[src/rtl/alien_bomb_pkg.sv]
// alien_bomb_pkg: shared invader geometry, bomb timing constants and FSM state type
package alien_bomb_pkg;
  localparam int ALIEN_W = 30;
  localparam int ALIEN_WS = 10;
  localparam int ALIEN_H = 20;
  localparam int ALIEN_HS = 10;
  localparam int NUM_COLS = 10;
  localparam int NUM_ROWS = 5;
  localparam int PLAYER_W = 30;
  localparam int PLAYER_H = 20;
  localparam int BOMB_STEP = 4;
  localparam int FIRE_DELAY = 40;
  localparam int SCREEN_H = 480;
  localparam int PARK_ROW = 500;
  localparam int PARK_COL = 350;
  localparam logic [1:0] START_LIVES = 2'd3;
  localparam logic [7:0] LFSR_SEED = 8'hA5;
  typedef enum logic [1:0] {IDLE, SELECT, FALL, DEAD} state_e;
  function automatic logic in_span(input logic [10:0] lo, input logic [10:0] v, input int w);
    return v >= lo && v < lo + 11'(w);
  endfunction
endpackage

[src/rtl/alien_bomb_if.sv]
// alien_bomb_if: tick, alien grid, player position and bomb/lives status bundle
interface alien_bomb_if;
  logic        tick;
  logic [8:0]  aliens_row;
  logic [9:0]  aliens_col;
  logic [49:0] aliens_grid;
  logic [8:0]  player_row;
  logic [9:0]  player_col;
  logic [8:0]  bomb_row;
  logic [9:0]  bomb_col;
  logic        bomb_onscreen;
  logic        player_hit;
  logic [1:0]  lives;
  logic        player_defeated;
  modport slave(input tick, aliens_row, aliens_col, aliens_grid, player_row, player_col,
                output bomb_row, bomb_col, bomb_onscreen, player_hit, lives, player_defeated);
  modport master(output tick, aliens_row, aliens_col, aliens_grid, player_row, player_col,
                 input bomb_row, bomb_col, bomb_onscreen, player_hit, lives, player_defeated);
endinterface

[src/rtl/alien_bomb_lfsr8.sv]
// lfsr8: free-running 8-bit maximal LFSR (x^8+x^6+x^5+x^4+1) used to pick the firing column
module lfsr8 #(
  parameter logic [7:0] SEED = 8'hA5
) (
  input  logic       Clk,
  input  logic       Reset_n,
  output logic [7:0] q
);
  logic [7:0] lfsr_q, lfsr_d;
  always_comb lfsr_d = {lfsr_q[6:0], lfsr_q[7] ^ lfsr_q[5] ^ lfsr_q[4] ^ lfsr_q[3]};
  always_ff @(posedge Clk) lfsr_q <= !Reset_n ? SEED : lfsr_d;
  assign q = lfsr_q;
endmodule

[src/rtl/alien_bomb.sv]
// alien_bomb: picks a live alien column, drops a bomb from its lowest alien, tracks player hits and lives
module alien_bomb
  import alien_bomb_pkg::*;
(
  input logic        Clk,
  input logic        Reset_n,
  alien_bomb_if.slave bus
);
  logic [7:0] lfsr;
  lfsr8 #(.SEED(LFSR_SEED)) u_lfsr (.Clk(Clk), .Reset_n(Reset_n), .q(lfsr));
  state_e state_q, state_d;
  logic [5:0] cnt_q, cnt_d;
  logic [3:0] col_q, col_d, scans_q, scans_d;
  logic [2:0] row_q, row_d;
  logic [8:0] brow_q, brow_d;
  logic [9:0] bcol_q, bcol_d;
  logic [1:0] lives_q, lives_d;
  logic hit_q, hit_d, on_q, on_d, dead_q, dead_d;
  logic [10:0] spawn_row, spawn_col, step_row;
  logic live, collide;
  always_comb begin
    live = bus.aliens_grid[6'(row_q) * 6'(NUM_COLS) + 6'(col_q)];
    spawn_col = 11'(bus.aliens_col) + 11'(col_q) * 11'(ALIEN_W + ALIEN_WS) + 11'(ALIEN_W / 2);
    spawn_row = 11'(bus.aliens_row) + 11'(row_q) * 11'(ALIEN_H + ALIEN_HS) + 11'(ALIEN_H);
    step_row = 11'(brow_q) + 11'(BOMB_STEP);
    collide = in_span(11'(bus.player_col), 11'(bcol_q), PLAYER_W) &&
              in_span(11'(bus.player_row), 11'(brow_q), PLAYER_H);
    state_d = state_q;
    cnt_d = cnt_q;
    col_d = col_q;
    row_d = row_q;
    scans_d = scans_q;
    brow_d = brow_q;
    bcol_d = bcol_q;
    lives_d = lives_q;
    dead_d = dead_q;
    hit_d = 1'b0;
    case (state_q)
      IDLE: begin
        if (cnt_q == 6'd0) begin
          state_d = SELECT;
          col_d = 4'(lfsr % 8'(NUM_COLS));
          row_d = 3'(NUM_ROWS - 1);
          scans_d = 4'd0;
        end else if (bus.tick) cnt_d = cnt_q - 6'd1;
      end
      SELECT: begin
        if (live) begin
          state_d = spawn_row >= 11'(SCREEN_H) ? IDLE : FALL;
          cnt_d = 6'(FIRE_DELAY);
          brow_d = spawn_row >= 11'(SCREEN_H) ? brow_q : 9'(spawn_row);
          bcol_d = spawn_row >= 11'(SCREEN_H) ? bcol_q : 10'(spawn_col);
        end else if (row_q == 3'd0) begin
          row_d = 3'(NUM_ROWS - 1);
          col_d = col_q == 4'(NUM_COLS - 1) ? 4'd0 : col_q + 4'd1;
          scans_d = scans_q + 4'd1;
          state_d = scans_d == 4'(NUM_COLS) ? IDLE : SELECT;
          cnt_d = 6'(FIRE_DELAY);
        end else row_d = row_q - 3'd1;
      end
      FALL: begin
        // a same-cycle hit beats the tick move
        if (collide) begin
          hit_d = 1'b1;
          lives_d = lives_q == 2'd0 ? 2'd0 : lives_q - 2'd1;
          dead_d = lives_q <= 2'd1;
          state_d = lives_q <= 2'd1 ? DEAD : IDLE;
          brow_d = 9'(PARK_ROW);
          cnt_d = 6'(FIRE_DELAY);
        end else if (bus.tick) begin
          state_d = step_row >= 11'(SCREEN_H) ? IDLE : FALL;
          brow_d = step_row >= 11'(SCREEN_H) ? 9'(PARK_ROW) : 9'(step_row);
          cnt_d = 6'(FIRE_DELAY);
        end
      end
      DEAD: brow_d = 9'(PARK_ROW);
      default: state_d = IDLE;
    endcase
    on_d = state_d == FALL;
  end
  always_ff @(posedge Clk) begin
    if (!Reset_n) begin
      state_q <= IDLE;
      cnt_q <= 6'(FIRE_DELAY);
      col_q <= 4'd0;
      row_q <= 3'd0;
      scans_q <= 4'd0;
      brow_q <= 9'(PARK_ROW);
      bcol_q <= 10'(PARK_COL);
      lives_q <= START_LIVES;
      dead_q <= 1'b0;
      hit_q <= 1'b0;
      on_q <= 1'b0;
    end else begin
      state_q <= state_d;
      cnt_q <= cnt_d;
      col_q <= col_d;
      row_q <= row_d;
      scans_q <= scans_d;
      brow_q <= brow_d;
      bcol_q <= bcol_d;
      lives_q <= lives_d;
      dead_q <= dead_d;
      hit_q <= hit_d;
      on_q <= on_d;
    end
  end
  assign bus.bomb_row = brow_q;
  assign bus.bomb_col = bcol_q;
  assign bus.bomb_onscreen = on_q;
  assign bus.player_hit = hit_q;
  assign bus.lives = lives_q;
  assign bus.player_defeated = dead_q;
endmodule

[src/flat_wrapper.sv]
// flat-port wrapper written by rule: the top's interface ports become plain ports
module alien_bomb_flat import alien_bomb_pkg::*;
  (Clk, Reset_n, bus_tick, bus_aliens_row, bus_aliens_col, bus_aliens_grid, bus_player_row, bus_player_col, bus_bomb_row, bus_bomb_col, bus_bomb_onscreen, bus_player_hit, bus_lives, bus_player_defeated);
  alien_bomb_if bus_i ();
  input logic Clk;
  input logic Reset_n;
  input wire logic [$bits(bus_i.tick)-1:0] bus_tick;
  input wire logic [$bits(bus_i.aliens_row)-1:0] bus_aliens_row;
  input wire logic [$bits(bus_i.aliens_col)-1:0] bus_aliens_col;
  input wire logic [$bits(bus_i.aliens_grid)-1:0] bus_aliens_grid;
  input wire logic [$bits(bus_i.player_row)-1:0] bus_player_row;
  input wire logic [$bits(bus_i.player_col)-1:0] bus_player_col;
  output wire logic [$bits(bus_i.bomb_row)-1:0] bus_bomb_row;
  output wire logic [$bits(bus_i.bomb_col)-1:0] bus_bomb_col;
  output wire logic [$bits(bus_i.bomb_onscreen)-1:0] bus_bomb_onscreen;
  output wire logic [$bits(bus_i.player_hit)-1:0] bus_player_hit;
  output wire logic [$bits(bus_i.lives)-1:0] bus_lives;
  output wire logic [$bits(bus_i.player_defeated)-1:0] bus_player_defeated;
  assign bus_i.tick = bus_tick;
  assign bus_i.aliens_row = bus_aliens_row;
  assign bus_i.aliens_col = bus_aliens_col;
  assign bus_i.aliens_grid = bus_aliens_grid;
  assign bus_i.player_row = bus_player_row;
  assign bus_i.player_col = bus_player_col;
  assign bus_bomb_row = bus_i.bomb_row;
  assign bus_bomb_col = bus_i.bomb_col;
  assign bus_bomb_onscreen = bus_i.bomb_onscreen;
  assign bus_player_hit = bus_i.player_hit;
  assign bus_lives = bus_i.lives;
  assign bus_player_defeated = bus_i.player_defeated;
  alien_bomb u_core (.Clk(Clk), .Reset_n(Reset_n), .bus(bus_i));
endmodule
[config.mk]
export PLATFORM = sky130hd
export DESIGN_NAME = alien_bomb_flat
export DESIGN_NICKNAME = d
export VERILOG_FILES = /design/src/rtl/alien_bomb_pkg.sv /design/src/rtl/alien_bomb_if.sv /design/src/rtl/alien_bomb_lfsr8.sv /design/src/rtl/alien_bomb.sv /design/src/flat_wrapper.sv
export SDC_FILE = /design/constraint.sdc
export NUM_CORES = 1
export LEC_CHECK = 0
export BUFFER_PORTS_ARGS = -buffer_cell sky130_fd_sc_hd__buf_2
export CORE_MARGIN = 8
export CORE_UTILIZATION = 55
export DETAILED_ROUTE_END_ITERATION = 8
export PLACE_DENSITY = 0.8
export SLEW_MARGIN = 20
export SYNTH_ARGS = -nofsm -noshare
export SYNTH_HDL_FRONTEND = slang
export SYNTH_SLANG_ARGS = --single-unit
[constraint.sdc]
create_clock -name Clk -period 11.85 [get_ports Clk]
set_input_delay 1.7775 -clock Clk [delete_from_list [all_inputs] [get_ports Clk]]
set_output_delay 1.7775 -clock Clk [all_outputs]
set_load 0.1 [all_outputs]
Word-level counts from Yosys, hierarchy flattened
Index checks and enable logic that the tools add are counted.
{"block": "op_classes", "addsub": 13, "multipliers": 3, "div_mod_pow": 1, "magnitude_cmp": 8, "eq_ne": 15, "mux": 40, "n_bitwise": 4, "n_reduce_logical": 17}
{"cell": "2-to-1 mux 9 bit", "count": 5}
{"cell": "2-to-1 mux 6 bit", "count": 6}
{"cell": "2-to-1 mux 4 bit", "count": 7}
{"cell": "case mux 9 bit (3 select lines)", "count": 1}
{"cell": ">= comparator 11 x 9 -> 1 bit, second input constant", "count": 2}
{"cell": "2-to-1 mux 2 bit", "count": 9}
{"cell": "case mux 6 bit (3 select lines)", "count": 1}
{"cell": "case mux 4 bit (2 select lines)", "count": 2}
{"cell": "adder 10 x 5 -> 11 bit, second input constant", "count": 1}
{"cell": "adder 11 x 5 -> 11 bit, second input constant", "count": 1}
{"cell": "less-than comparator 10 x 11 -> 1 bit", "count": 1}
{"cell": "less-than comparator 9 x 11 -> 1 bit", "count": 1}
{"cell": "adder 10 bit", "count": 1}
{"cell": "adder 10 x 4 -> 10 bit, second input constant", "count": 1}
{"cell": "adder 9 x 3 -> 10 bit, second input constant", "count": 1}
{"cell": "adder 9 x 5 -> 10 bit, second input constant", "count": 1}
{"cell": "adder 9 x 8 -> 10 bit", "count": 1}
{"cell": ">= comparator 10 bit", "count": 1}
{"cell": ">= comparator 9 bit", "count": 1}
{"cell": "2-to-1 mux 3 bit", "count": 3}
{"cell": "adder 4 x 1 -> 4 bit, second input constant", "count": 2}
{"cell": "equality test 4 bit, second input constant", "count": 2}
{"cell": "remainder unit 8 x 4 -> 8 bit, second input constant", "count": 1}
{"cell": "inequality test 2 bit, second input constant", "count": 4}
{"cell": "30 further kinds", "count": 45}
{"block": "totals", "reg_bits": 51, "out_inout_bits": 24, "wordCells": 113}

Longest topological paths before layout
Gate-level depths: netlist (run 1).
{"block": "depth", "word_depth": 8, "ltp_mapped": 16, "depth_no_buf": 15}

Hierarchy
From an unflattened synthesis (run 1), not the netlist that was laid out.
{"block": "unflattened", "cells_unflattened": 689, "area_unflattened_um2": 5748.0}
{"module": "alien_bomb", "instances": 1, "cells_each": 663, "area_each_um2": 5460.2, "seq_area_each_um2": 860.8}
{"module": "lfsr8", "instances": 1, "cells_each": 26, "area_each_um2": 287.8, "seq_area_each_um2": 160.2}

Worst setup path after synthesis (run 1)
Ideal clock, no wire load.
{"block": "synth_timing", "path_kind": "input-to-reg", "from": "in bus_player_col[1]", "to": "reg u_core.cnt_q[0]", "setup_time_ps": 70, "arrival_time_ps": 4591, "required_ps": 11780, "slack_ps": 7188, "cell_stages": 16, "cell_sequence": "inv_1 -> ha_1 -> and3_1 -> nor3_1 -> xnor2_1 -> ha_1 -> o21ai_0 -> or3_1 -> a21oi_1 -> o311ai_1 -> nand4_1 -> a31o_2 -> a21bo_2 -> buf_2 -> or3_1 -> a21oi_1"}
{"block": "synth_between", "elab_chain_cells": 6, "word_cells_on_any_way": 9, "classes_between": "1 x add/sub; 2 x order compare; 1 x eq/ne; 2 x mux; 3 x reduce/logical"}
{"item": "start: declaration", "line_no": "flat_wrapper.sv:12", "text": "input wire logic [$bits(bus_i.player_col)-1:0] bus_player_col;"}
{"item": "adder 10 x 5 -> 11 bit", "line_no": "alien_bomb_pkg.sv:20", "text": "return v >= lo && v < lo + 11'(w);"}
{"item": "less-than comparator 10 x 11 -> 1 bit", "line_no": "alien_bomb_pkg.sv:20"}
{"item": "logical AND 1 bit *", "line_no": "alien_bomb_pkg.sv:20"}
{"item": "logical AND 1 bit *", "line_no": "alien_bomb.sv:26", "text": "collide = in_span(11'(bus.player_col), 11'(bcol_q), PLAYER_W) &&"}
{"item": "inequality test 3 x 2 -> 1 bit (no line) or 2-to-1 mux 6 bit (tied branches)"}
{"item": "AND reduction 5 bit (no line) or case mux 6 bit (3 select lines) (tied branches)"}
{"item": "end signal: assignment", "line_no": "alien_bomb.sv:84", "text": "cnt_q <= 6'(FIRE_DELAY);"}
{"item": "end signal: assignment", "line_no": "alien_bomb.sv:96", "text": "cnt_q <= cnt_d;"}
{"item": "end: declaration", "line_no": "alien_bomb.sv:12", "text": "logic [5:0] cnt_q, cnt_d;"}
Mark *: on every way between the ends. The rest lies on a longest branch, timed or not.
A chain may end at the register's enable or synchronous reset.

Final worst setup path (run 1)
{"block": "layout_timing", "from": "reg u_core.row_q[1]", "to": "reg u_core.on_q, in the netlist u_core.bus.bomb_onscreen"}
{"block": "layout_between", "elab_chain_cells": 8, "word_cells_on_any_way": 14, "classes_between": "3 x add/sub; 2 x mul; 1 x order compare; 1 x eq/ne; 6 x mux; 1 x reduce/logical"}
{"item": "start: declaration", "line_no": "alien_bomb.sv:14", "text": "logic [2:0] row_q, row_d;"}
{"item": "start signal: assignment", "line_no": "alien_bomb.sv:98", "text": "row_q <= row_d;"}
{"item": "multiplier 3 x 4 -> 7 bit", "line_no": "alien_bomb.sv:24", "text": "spawn_row = 11'(bus.aliens_row) + 11'(row_q) * 11'(ALIEN_H + ALIEN_HS) + 11'(ALIEN_H);"}
{"item": "adder 9 x 8 -> 10 bit", "line_no": "alien_bomb.sv:24"}
{"item": "adder 11 x 5 -> 11 bit", "line_no": "alien_bomb.sv:24"}
{"item": ">= comparator 11 x 9 -> 1 bit", "line_no": "alien_bomb.sv:49", "text": "state_d = spawn_row >= 11'(SCREEN_H) ? IDLE : FALL;"}
{"item": "2-to-1 mux 2 bit", "line_no": "alien_bomb.sv:49"}
{"item": "2-to-1 mux 2 bit *", "line_no": "alien_bomb.sv:48", "text": "if (live) begin"}
{"item": "case mux 2 bit (3 select lines) *", "line_no": "alien_bomb.sv:38", "text": "case (state_q)"}
{"item": "equality test 2 bit *", "line_no": "alien_bomb.sv:79", "text": "on_d = state_d == FALL;"}
{"item": "end signal: assignment", "line_no": "alien_bomb.sv:105", "text": "on_q <= on_d;"}
{"item": "end: declaration", "line_no": "alien_bomb.sv:18", "text": "logic hit_q, hit_d, on_q, on_d, dead_q, dead_d;"}
Mark *: on every way between the ends. The rest lies on a longest branch, timed or not. The select of a mux whose other input is x is not followed.

==> results of run 1 <==
## final cells by class
class | count | area (um^2) | share of cell area (%)
multi-input cells | 535 | 4238 | 67.28
flip-flops and latches | 51 | 1022 | 16.23
repair buffers | 115 | 578.1 | 9.178
inverters | 53 | 198.9 | 3.159
well taps | 133 | 166.4 | 2.642
clock buffers | 7 | 86.33 | 1.371
clock inverters | 1 | 8.758 | 0.1391
## worst paths after layout
path / start / endpoint / slack [ns] / cells past startpoint
max: u_core.row_q[1]$_SDFFE_PN0P_ / u_core.bus.bomb_onscreen$_SDFF_PN0_ / 6.87 / 12
min reg2reg: u_core.cnt_q[0]$_SDFFE_PN0P_ / u_core.cnt_q[0]$_SDFFE_PN0P_ / 0.49 / 2
max reg2reg: u_core.row_q[1]$_SDFFE_PN0P_ / u_core.bus.bomb_onscreen$_SDFF_PN0_ / 6.87 / 12
min: u_core.cnt_q[0]$_SDFFE_PN0P_ / u_core.cnt_q[0]$_SDFFE_PN0P_ / 0.49 / 2
## critical path: stages (launching register included)
cell and delay [ns]:
dfxtp_1 0.59, fa_1 0.55, ha_1 0.26, fa_1 0.45, ha_1 0.32, o21a_1 0.14
a211o_1 0.31, a211oi_1 0.49, a31oi_1 0.19, a311oi_1 0.57, nand2_1 0.47, a211o_1 0.40
a21oi_1 0.15
## placed cells by master (no fill, tap or decap), types with 4 or more instances in the layout
| master | Yosys | final |
|---|---|---|
| a211oi_1 | 5 | 5 |
| nor4_1 | 5 | 5 |
| nor3_1 | 14 | 14 |
| buf_2 | 4 | 114 |
| o211ai_1 | 10 | 10 |
| dfxtp_1 | 51 | 50 |
| nor3b_1 | 4 | 4 |
| inv_1 | 52 | 52 |
| o31ai_1 | 5 | 5 |
| nand4_1 | 4 | 4 |
| nand2_1 | 46 | 46 |
| a21oi_1 | 40 | 40 |
| or3_1 | 5 | 5 |
| o22ai_1 | 4 | 4 |
| a32oi_1 | 4 | 4 |
| a21o_1 | 11 | 11 |
| clkbuf_8 | 0 | 6 |
| o21ai_0 | 27 | 27 |
| and2_1 | 10 | 10 |
| nand2b_1 | 13 | 13 |
| mux2i_1 | 15 | 15 |
| nor2b_1 | 6 | 6 |
| a22oi_1 | 5 | 5 |
| xnor2_1 | 35 | 35 |
| o21ai_1 | 5 | 5 |
| a211o_1 | 7 | 7 |
| nor2_1 | 43 | 43 |
| fa_1 | 7 | 7 |
| nand3_1 | 19 | 19 |
| nand3b_1 | 5 | 5 |
| o41ai_1 | 4 | 4 |
| mux4_2 | 12 | 12 |
| o32ai_1 | 5 | 5 |
| and3_1 | 5 | 5 |
| a31oi_1 | 6 | 6 |
| xor2_1 | 10 | 10 |
| ha_1 | 86 | 86 |
| o21a_1 | 10 | 10 |
## through the flow
stage | utilization [%] | instances | instance area (um^2) | worst slack, ns
after global routing | 64.14 | 895 | 6299 | 6.566
after global placement | 63.16 | 887 | 6202 | 6.822
after floorplan | - | 663 | 5579 | 7.188
final | 64.14 | 895 | 6299 | 6.873
after CTS | 64.13 | 895 | 6297 | 6.868
after detailed placement | 63.16 | 887 | 6202 | 6.649
## power groups by stage
stage / combinational [uW] / clock [uW] / sequential [uW]
3_3_place_gp: 167 / 0 / 195
5_1_grt: 194 / 117 / 193
3_5_place_dp: 173 / 0 / 195
4_1_cts: 174 / 109 / 192
6_report: 174 / 107 / 192
2_1_floorplan: 124 / 0 / 199
## kinds of logic (layout without fill, tap and decap cells)
logic type | count (synthesis) | count (layout) | synth area share [%]
simple gates | 188 | 188 | 16.78
compound gates | 180 | 180 | 22.38
fa+ha+maj | 93 | 93 | 21.80
buf+inv | 77 | 176 | 5.741
flops | 51 | 51 | 18.30
xor+xnor | 45 | 45 | 7.064
mux | 29 | 29 | 7.939
## routing by layer
layer  wire, um  vias to the layer above  GRT usage, %
li1           -                     2641             -
met1       5845                     2504         23.25
met2       7073                      155         38.34
met3        911                       15         4.137
met4        150                        0         4.693
met5          0                        -             0
## flip-flops by register name (all words and copies together), names as in the netlist
name                        cells
u_core.bus.bomb_col            10
u_core.row_q                    3
u_core.state_q                  2
u_core.bus.bomb_onscreen        1
u_core.bus.player_hit           1
u_core.cnt_q                    6
u_core.scans_q                  4
u_core.u_lfsr.q                 8
u_core.bus.bomb_row             9
u_core.col_q                    4
u_core.bus.player_defeated      1
u_core.bus.lives                2
==> flow_summary_export.csv, run 1 <==
group,metric,value,unit
cells_and_area,num_antenna_cells,0,
pwr,irDropWorstVdd,0.04270,mV
clock_tree,h-tree-depth,2,
worst_setup_path,critPathKind,"reg2reg",
clock_tree,clk_latency,0.31,ns
die,die_area,13620,um^2
placed_design,port-buffer-count,114,
worst_setup_path,critPathRequiredTime,12.08,ns
yosys,syn_avg_cell_area,8.415,um^2
drt,wire_per_inst,15.62,um
yosys,synth_area_leaders,"ha_1 19%, dfxtp_1 18%, xnor2_1 5.5%",
sta,maxSlewViolCount,0,
grt,grt_pass1_vias,5384,
hold_path,hold_path.class,"reg2reg",
yosys,syn-num-nets,847,
drt,drc,0,
pwr,pwr-share-seq,40.6,%
sta,setup_viol,0,
pwr,fin_total_pwr,472.9,uW
yosys,synth_warnings,0,
cells_and_area,nFillCells,895,
grt,grt_first_pass_wirelength,23.27,mm
pwr,intPower,305.9,uW
clock_tree,clk_pin_slew,0.09,ns
clock_tree,tritoncts,"yes",
drt,viasPerCell,5.939,
cells_and_area,area_delta_synth_final,12.90,%
yosys,synth_top_cells_by_count,"86 x ha_1, 52 x inv_1, 51 x dfxtp_1, 46 x nand2_1, 43 x nor2_1",
grt,antenna_found_initial,0,
sta,min_period_over_period,42.00,%
drt,drtAntennaViolNets,0,
clock_tree,cts_root_buffer,"clkbuf_8",
clock_tree,hold_buffers,0,
yosys,synth_largest_area_cell,"ha_1",
placed_design,hpwl,11.45,mm
yosys,synth_top_area_share,19.29,%
cells_and_area,nNetsFinal,945,
sta,hold_ws,0.4926,ns
yosys,synth_edf_count,0,
clock_tree,cts_num_sinks,51,
cells_and_area,drive_gt1_share,18.90,%
pwr,p_per_area,75.08,nW/um^2
clock_tree,cts_buffer_depth,2,
status,status,"finished clean",
pwr,leakagePower,0.002954,uW
sta,tightest_slew,0.6528,ns
sta,tns,0,ns
worst_setup_path,end_kind,"flip-flop",
yosys,synthMostInstantiatedCell,"ha_1",
sta,slew_headroom,56.48,%
die,start_util,56.82,%
yosys,syn_area,5579,um^2
grt,grtUsageTotal,20.51,%
worst_setup_path,crit_path_start_kind,"flip-flop",
sta,fmaxAchievable,200.9,MHz
sta,finalHoldViolCount,0,
pwr,clock_power_share,22.7,%
sta,grt_setup_unrepaired,"no",
yosys,ys_seq_elements,51,
clock_tree,cts_resized,0,
die,core,9819,um^2
pwr,comb_power_share,36.8,%
clock_tree,numCtsBuffers,5,
pwr,power.switching,167.0,uW
clock_tree,postCtsSetupRepairBufs,0,
drt,drtPass1Iterations,5,
drt,routed_wl,13.98,mm
worst_setup_path,worstPathArrival,5.21,ns
grt,grt_max_degree,33,
die,die_h,116.7,um
placed_design,finalWeightedCongestion,0.8729,
die,rows,36,
yosys,ys_seq_area_share,18.30,%
flow_run,max-cap-violations,0,
yosys,synthFlopType,"dfxtp_1",
die,die_x,116.7,um
drt,vias,5315,
yosys,synth-async-reset-ratio,0,%
grt,grt_overflow,0,
drt,drt_iter0_markers,342,
yosys,synthCells,663,
die,io_pins,115,
sta,min_period,4.977,ns
sta,worst_clock_skew,0.01629,ns
yosys,synth_cell_types,68,
pwr,swShare,35.31,%
worst_setup_path,cp_max_fo,14,
(Power assumes the default switching activity.)
==> run 2, diff against run 1 <==
- CORE_UTILIZATION: 55 -> 51
- PLACE_DENSITY: 0.8 -> 0.78
- clock period: 11.85 -> 4 ns (I/O delays scaled with it)
==> run 2 against run 1 <==
Final cell count rose by 2.8%. Total power increased to 3.0 times the previous value. Highest routed layer unchanged. First-iteration DRC count fell by 15%. Sequential power rose to 2.9 times the previous value. Critical endpoint is now u_core.bus.bomb_row[3]$_SDFFE_PN0P_.
==> flow_summary_export.csv, run 2 (same netlist as run 1, synthesis figures left out) <==
group,metric,value,unit
status,status,"finished clean",
worst_setup_path,crit_buf_inv,1,
sta,maxSlewViolCount,0,
die,rows,38,
sta,tns,0,ns
drt,drtPass1Iterations,4,
clock_tree,tritoncts,"yes",
flow_run,max-cap-violations,0,
clock_tree,cts_buffer_depth,2,
hold_path,hold_path.class,"reg2reg",
worst_setup_path,critPathMaxStageDelay,0.60,ns
die,io_pins,115,
placed_design,dpl_cell_area,6349,um^2
cells_and_area,area_delta_synth_final,17.54,%
worst_setup_path,rrSetupSlack,0.13,ns
clock_tree,hold_buffers,0,
die,die_area,14540,um^2
pwr,irDropWorstVdd,0.1334,mV
cells_and_area,num_antenna_cells,0,
worst_setup_path,crit_family,"compound AO/OA/AOI/OAI gates",
placed_design,dpl.cell_count,909,
die,die_x,120.6,um
cells_and_area,fin_cells,920,
drt,drtAntennaViolNets,0,
pwr,p_per_area,218.7,nW/um^2
grt,grt_overflow,0,
grt,grt_first_pass_wirelength,23.85,mm
drt,wire_per_inst,15.74,um
drt,routed_wl,14.48,mm
placed_design,finalWeightedCongestion,0.8967,
drt,vias,5385,
sta,slew_headroom,26.81,%
sta,min_period,3.874,ns
worst_setup_path,cp_max_fo,8,
clock_tree,clk_pin_slew,0.10,ns
cells_and_area,drive_gt1_share,22.44,%
cells_and_area,fin_area,6558,um^2
clock_tree,clk_latency,0.32,ns
sta,min_period_over_period,96.86,%
grt,grt_pass1_vias,5428,
worst_setup_path,crit_path_start_kind,"flip-flop",
placed_design,dp_slack,-0.05750,ns
clock_tree,numCtsBuffers,5,
sta,setup_viol,0,
placed_design,port-buffer-count,114,
pwr,fin_total_pwr,1434,uW
worst_setup_path,critPathRequiredTime,4.23,ns
clock_tree,h-tree-depth,2,
clock_tree,cts_root_buffer,"clkbuf_8",
grt,grt_max_degree,34,
pwr,leakagePower,0.003054,uW
drt,drt_iter0_markers,292,
sta,worst_clock_skew,0.01192,ns
sta,finalHoldViolCount,0,
drt,drc,0,
drt,viasPerCell,5.853,
grt,antenna_found_initial,0,
grt,grtUsageTotal,19.25,%
worst_setup_path,path_cells,"fa_2 -> ha_2 -> fa_1 -> ha_4 -> o21a_1 -> a211o_1 -> a211oi_4 -> a31oi_2 -> a311o_1 -> a21oi_4 -> buf_12 -> nor2_1 -> a211oi_1",
worst_setup_path,worst_path_max_delay_cell,"fa_2",
worst_setup_path,worstPathArrival,4.10,ns
die,die_h,120.6,um
sta,tightest_slew,1.097,ns
die,start_util,51.92,%
worst_setup_path,critPathKind,"reg2reg",
cells_and_area,largest_reg_flops,10,
clock_tree,cts_num_sinks,51,
sta,setup_slack,0.1255,ns
cells_and_area,nNetsFinal,963,
cells_and_area,layout_commonest_cell,"buf_2",
die,core,10750,um^2
worst_setup_path,end_kind,"flip-flop",
placed_design,hpwl,11.52,mm
cells_and_area,mostFrequentLayoutCells,"114 x buf_2, 83 x ha_1, 52 x inv_1",
sta,fmaxAchievable,258.1,MHz
-- run 2: changes by cell type in the layout (fill, tap and decap cells not counted), moves of 2 or more --
cell	delta
ha_1	-3
clkinvlp_4	+2
ha_2	+2
buf_4	+16
a211oi_1	-2
a21oi_1	-2
-- run 2: path summary, 6_finish.rpt --
| check | to | cells past startpoint | from |
|---|---|---|---|
| min reg2reg | u_core.cnt_q[1]$_SDFFE_PN0P_ | 2 | u_core.cnt_q[1]$_SDFFE_PN0P_ |
| max | u_core.bus.bomb_row[3]$_SDFFE_PN0P_ | 13 | u_core.row_q[1]$_SDFFE_PN0P_ |
| min | u_core.cnt_q[1]$_SDFFE_PN0P_ | 2 | u_core.cnt_q[1]$_SDFFE_PN0P_ |
| max reg2reg | u_core.bus.bomb_row[3]$_SDFFE_PN0P_ | 13 | u_core.row_q[1]$_SDFFE_PN0P_ |
-- run 2: timing repair --
action                     CTS  global route
resized for setup            1            13
hold endpoints to repair     0             0
cloned                       0             1
setup endpoints to repair   18            21
setup buffers                0             2
pin swaps                    0             8
-- run 2: layout make-up --
type | instances | area [um^2]
Clock buffer | 5 | 68.82
Clock inverter | 3 | 20.02
Fill cell | 959 | 4188
Inverter | 53 | 198.9
Multi-Input combinational cell | 535 | 4329
Sequential cell | 51 | 1022
Tap cell | 140 | 175.2
Timing Repair Buffer | 133 | 743.2
-- run 2: metrics by stage --
stage                     hold slack (ns)  utilization, %
final                              0.5048           61.03
after global routing               0.5311           61.03
after CTS                          0.5033           59.92
after detailed placement           0.4768           59.08
after global placement             0.4672           59.08
after floorplan                    0.4571               -
-- run 2: report_power, final --
| group | switching (uW) | total [uW] | internal, uW |
|---|---|---|---|
| Sequential | 33.7 | 563 | 529 |
| Clock | 184 | 307 | 122 |
| Combinational | 303 | 565 | 262 |
-- run 2: metal layers --
layer	vias up	routed length (um)	global-route usage (%)
met2	144	7331	34.56
met1	2542	5997	21.73
met5	-	0	0
met4	0	371	8.119
met3	32	782	3.823
li1	2667	-	-
-- run 2: worst reg2reg max path: cells and delay by family (launching register included) --
family	cells	cell delay, ns
fa+ha+maj	4	1.50
flops	1	0.34
buf+inv	1	0.15
simple gates	1	0.04
compound gates	7	1.77
==> run 3, diff against run 2 <==
- ABC_AREA: not set -> 1
- CORE_UTILIZATION: 51 -> 52
- PLACE_DENSITY: 0.78 -> 0.79
==> run 3 against run 2 <==
Die area grew 0.77%. Register-to-register slack gained 0.13 ns. Area after synthesis grew 2.9%. Clock skew shrank 0.0035 ns. Maximum frequency grew 3.5%. Via count grew 3.5%. Flip-flop and latch count is the same. Non-clock buffer count shrank 14. Count of clock-buffer cells in the layout grew 2. Utilization shrank 0.22 points. Clock power grew 4%. Critical endpoint is now u_core.bus.bomb_row[0]$_SDFFE_PN0P_. Largest cell class unchanged.
==> flow_summary_export.csv, run 3 <==
group,metric,value,unit
pwr,clock_power_share,6.7,%
clock_tree,postCtsSetupRepairBufs,0,
worst_setup_path,crit_path_start_kind,"flip-flop",
cells_and_area,largest_reg_flops,10,
die,rows,38,
sta,finalHoldViolCount,0,
worst_setup_path,worst_path_max_delay_cell,"fa_1",
die,io_pins,115,
drt,vias,5576,
worst_setup_path,cpMostUsedCell,"nand2_1",
worst_setup_path,cp_max_fo,9,
cells_and_area,fin_cells,1069,
yosys,ys_seq_elements,51,
sta,slew_headroom,58.10,%
worst_setup_path,crit_buf_inv,3,
sta,worst_clock_skew,0.008449,ns
drt,drt_iter0_markers,354,
sta,maxSlewViolCount,0,
grt,grt_overflow,0,
pwr,power.switching,2755,uW
sta,tightest_slew,0.6285,ns
clock_tree,tritoncts,"yes",
die,die_x,121.1,um
grt,grt_first_pass_wirelength,22.84,mm
worst_setup_path,critPathRequiredTime,4.20,ns
clock_tree,clk_latency,0.31,ns
placed_design,dpl_cell_area,6445,um^2
sta,fmaxAchievable,267.2,MHz
placed_design,dp_slack,0.06000,ns
yosys,synth_cell_types,55,
clock_tree,clk_pin_slew,0.10,ns
cells_and_area,nFillCells,1049,
pwr,intPower,2034,uW
yosys,synth_warnings,0,
worst_setup_path,path_cells,"fa_1 -> ha_1 -> fa_1 -> ha_1 -> a21oi_1 -> o21ai_2 -> xor2_1 -> inv_1 -> nand2_1 -> nor2_2 -> nand3_1 -> nand2_1 -> clkinv_1 -> nand3_1 -> nand2_2 -> nand2_4 -> inv_4 -> nand2_4 -> nand2_1 -> o21ai_1 -> nor2_1",
grt,antenna_found_initial,0,
sta,tns,0,ns
drt,wire_per_inst,12.46,um
worst_setup_path,crit_family,"adder cells",
flow_run,max-cap-violations,0,
grt,grt_pass1_vias,5298,
clock_tree,cts_num_sinks,51,
grt,grtUsageTotal,18.24,%
status,status,"finished clean",
yosys,syn-num-nets,1001,
drt,drc,0,
yosys,synth-async-reset-ratio,0,%
placed_design,port-buffer-count,114,
hold_path,hold_path.class,"reg2reg",
yosys,synth_area_leaders,"ha_1 19%, dfxtp_1 18%, nand2_1 9.0%",
yosys,synth_edf_count,0,
yosys,synth_top_cells_by_count,"137 x nand2_1, 92 x inv_1, 86 x ha_1, 81 x nor2_1, 65 x nand3_1",
clock_tree,numCtsBuffers,5,
yosys,synthMostInstantiatedCell,"nand2_1",
drt,met1_length,6.126,mm
drt,drtPass1Iterations,5,
worst_setup_path,critPathMaxStageDelay,0.61,ns
drt,routed_wl,13.32,mm
drt,viasPerCell,5.216,
cells_and_area,drive_gt1_share,20.34,%
cells_and_area,fin_area,6563,um^2
yosys,syn_area,5739,um^2
worst_setup_path,end_kind,"flip-flop",
yosys,ys_seq_area_share,17.79,%
die,core,10790,um^2
clock_tree,cts_root_buffer,"clkbuf_8",
yosys,synth_top_area_share,18.75,%
clock_tree,cts_buffer_depth,2,
pwr,pwr-share-seq,17.7,%
cells_and_area,area_delta_synth_final,14.34,%
pwr,leakagePower,0.003327,uW
cells_and_area,mostFrequentLayoutCells,"137 x nand2_1, 114 x buf_2, 92 x inv_1",
yosys,syn_avg_cell_area,7.025,um^2
cells_and_area,nNetsFinal,1112,
yosys,synthCells,817,
sta,setup_slack,0.2573,ns
clock_tree,h-tree-depth,2,
die,die_area,14650,um^2
drt,maxUsedRoutingLayer,"met4",
placed_design,dpl.cell_count,1061,
pwr,comb_power_share,75.7,%
die,start_util,53.18,%
worst_setup_path,worstPathArrival,3.94,ns
pwr,p_per_area,729.7,nW/um^2
cells_and_area,layout_commonest_cell,"nand2_1",
yosys,synth_largest_area_cell,"ha_1",
drt,drtAntennaViolNets,0,
pwr,swShare,57.53,%
die,die_h,121.1,um
grt,grt_max_degree,36,
placed_design,finalWeightedCongestion,0.8616,
sta,min_period_over_period,93.57,%
worst_setup_path,critPathKind,"reg2reg",
cells_and_area,num_antenna_cells,0,
yosys,synthFlopType,"dfxtp_1",
pwr,irDropWorstVdd,0.8329,mV
sta,grt_setup_unrepaired,"yes",
sta,setup_viol,0,
placed_design,hpwl,11.11,mm
drt,wl_met3,871,um
sta,min_period,3.743,ns
drt,wl_met2,6.170,mm
-- run 3: cell types whose count changed in the layout (fill, tap and decap cells not counted), moves of 12 or more --
cell      previous run  this run
nand2_1             46       137
nand3_1             19        64
inv_1               52        92
nor2_1              43        80
o21ai_0             27        52
xnor2_1             34        12
a21oi_1             38        57
xor2_1              10        28
nand2_2              0        13
nand2b_1            13         0
buf_4               17         5
mux4_2              12         0
-- run 3: final timing paths --
check / from / to / slack, ns / cells past startpoint
max: u_core.row_q[0]$_SDFFE_PN0P_ / u_core.bus.bomb_row[0]$_SDFFE_PN0P_ / 0.26 / 21
min: u_core.u_lfsr.q[0]$_SDFF_PN1_ / u_core.u_lfsr.q[1]$_SDFF_PN0_ / 0.46 / 2
max reg2reg: u_core.row_q[0]$_SDFFE_PN0P_ / u_core.bus.bomb_row[0]$_SDFFE_PN0P_ / 0.26 / 21
min reg2reg: u_core.u_lfsr.q[0]$_SDFF_PN1_ / u_core.u_lfsr.q[1]$_SDFF_PN0_ / 0.46 / 2
-- run 3: per-layer routing --
| metal | vias up | track usage, % |
|---|---|---|
| li1 | 2962 | - |
| met2 | 153 | 32.06 |
| met3 | 12 | 3.676 |
| met5 | - | 0 |
| met4 | 0 | 4.840 |
| met1 | 2449 | 22.04 |
-- run 3: logic make-up (layout without fill, tap and decap cells) --
family | Yosys count | after routing | synth area share, %
AO/OA/AOI/OAI | 166 | 166 | 17.68
AND/OR/NAND/NOR | 339 | 339 | 27.27
buffers and inverters | 120 | 232 | 8.262
multiplexers | 4 | 4 | 0.6977
flip-flops | 51 | 51 | 17.79
XOR/XNOR | 44 | 44 | 7.107
adder cells (fa/ha/maj) | 93 | 93 | 21.19
-- run 3: layout make-up --
cell class / count / area (um^2) / area share [%]
tap: 140 / 175.2 / 2.669
multi-input combinational: 646 / 4267 / 65.01
inverter: 105 / 396.6 / 6.044
timing repair buffer: 119 / 608.1 / 9.266
clock inverter: 1 / 8.758 / 0.1335
clock buffer: 7 / 86.33 / 1.316
sequential: 51 / 1021 / 15.56
-- run 3: power groups by stage --
| stage | Sequential (uW) | Combinational (uW) | Clock (uW) |
|---|---|---|---|
| 5_1_grt | 875 | 4070 | 344 |
| 3_5_place_dp | 858 | 3580 | 0 |
| 6_report | 846 | 3620 | 320 |
| 4_1_cts | 847 | 3610 | 326 |
| 2_1_floorplan | 1290 | 2480 | 0 |
| 3_3_place_gp | 853 | 3550 | 0 |
-- run 3: stage by stage --
stage	util, %	hold WS, ns	total power [uW]
6_report	60.80	0.4559	4789
3_5_place_dp	59.71	0.4487	4439
4_1_cts	60.60	0.4630	4783
2_1_floorplan	-	0.4071	3767
3_3_place_gp	59.71	0.4471	4408
5_1_grt	60.80	0.4649	5286
-- run 3: worst register-to-register path, cell delays in order (launching register included) --
cell and delay [ns]:
dfxtp_1 0.34, fa_1 0.62, ha_1 0.21, fa_1 0.43, ha_1 0.33, a21oi_1 0.21, o21ai_2 0.09, xor2_1 0.15
inv_1 0.11, nand2_1 0.09, nor2_2 0.15, nand3_1 0.08, nand2_1 0.08, clkinv_1 0.11, nand3_1 0.12, nand2_2 0.07
nand2_4 0.13, inv_4 0.08, nand2_4 0.07, nand2_1 0.05, o21ai_1 0.07, nor2_1 0.05
-- run 3: what timing repair did --
item,in CTS,in global routing
setup endpoints to repair,0,14
endpoints found under the hold margin,0,0
hold buffers,0,0
gates resized for setup,0,4
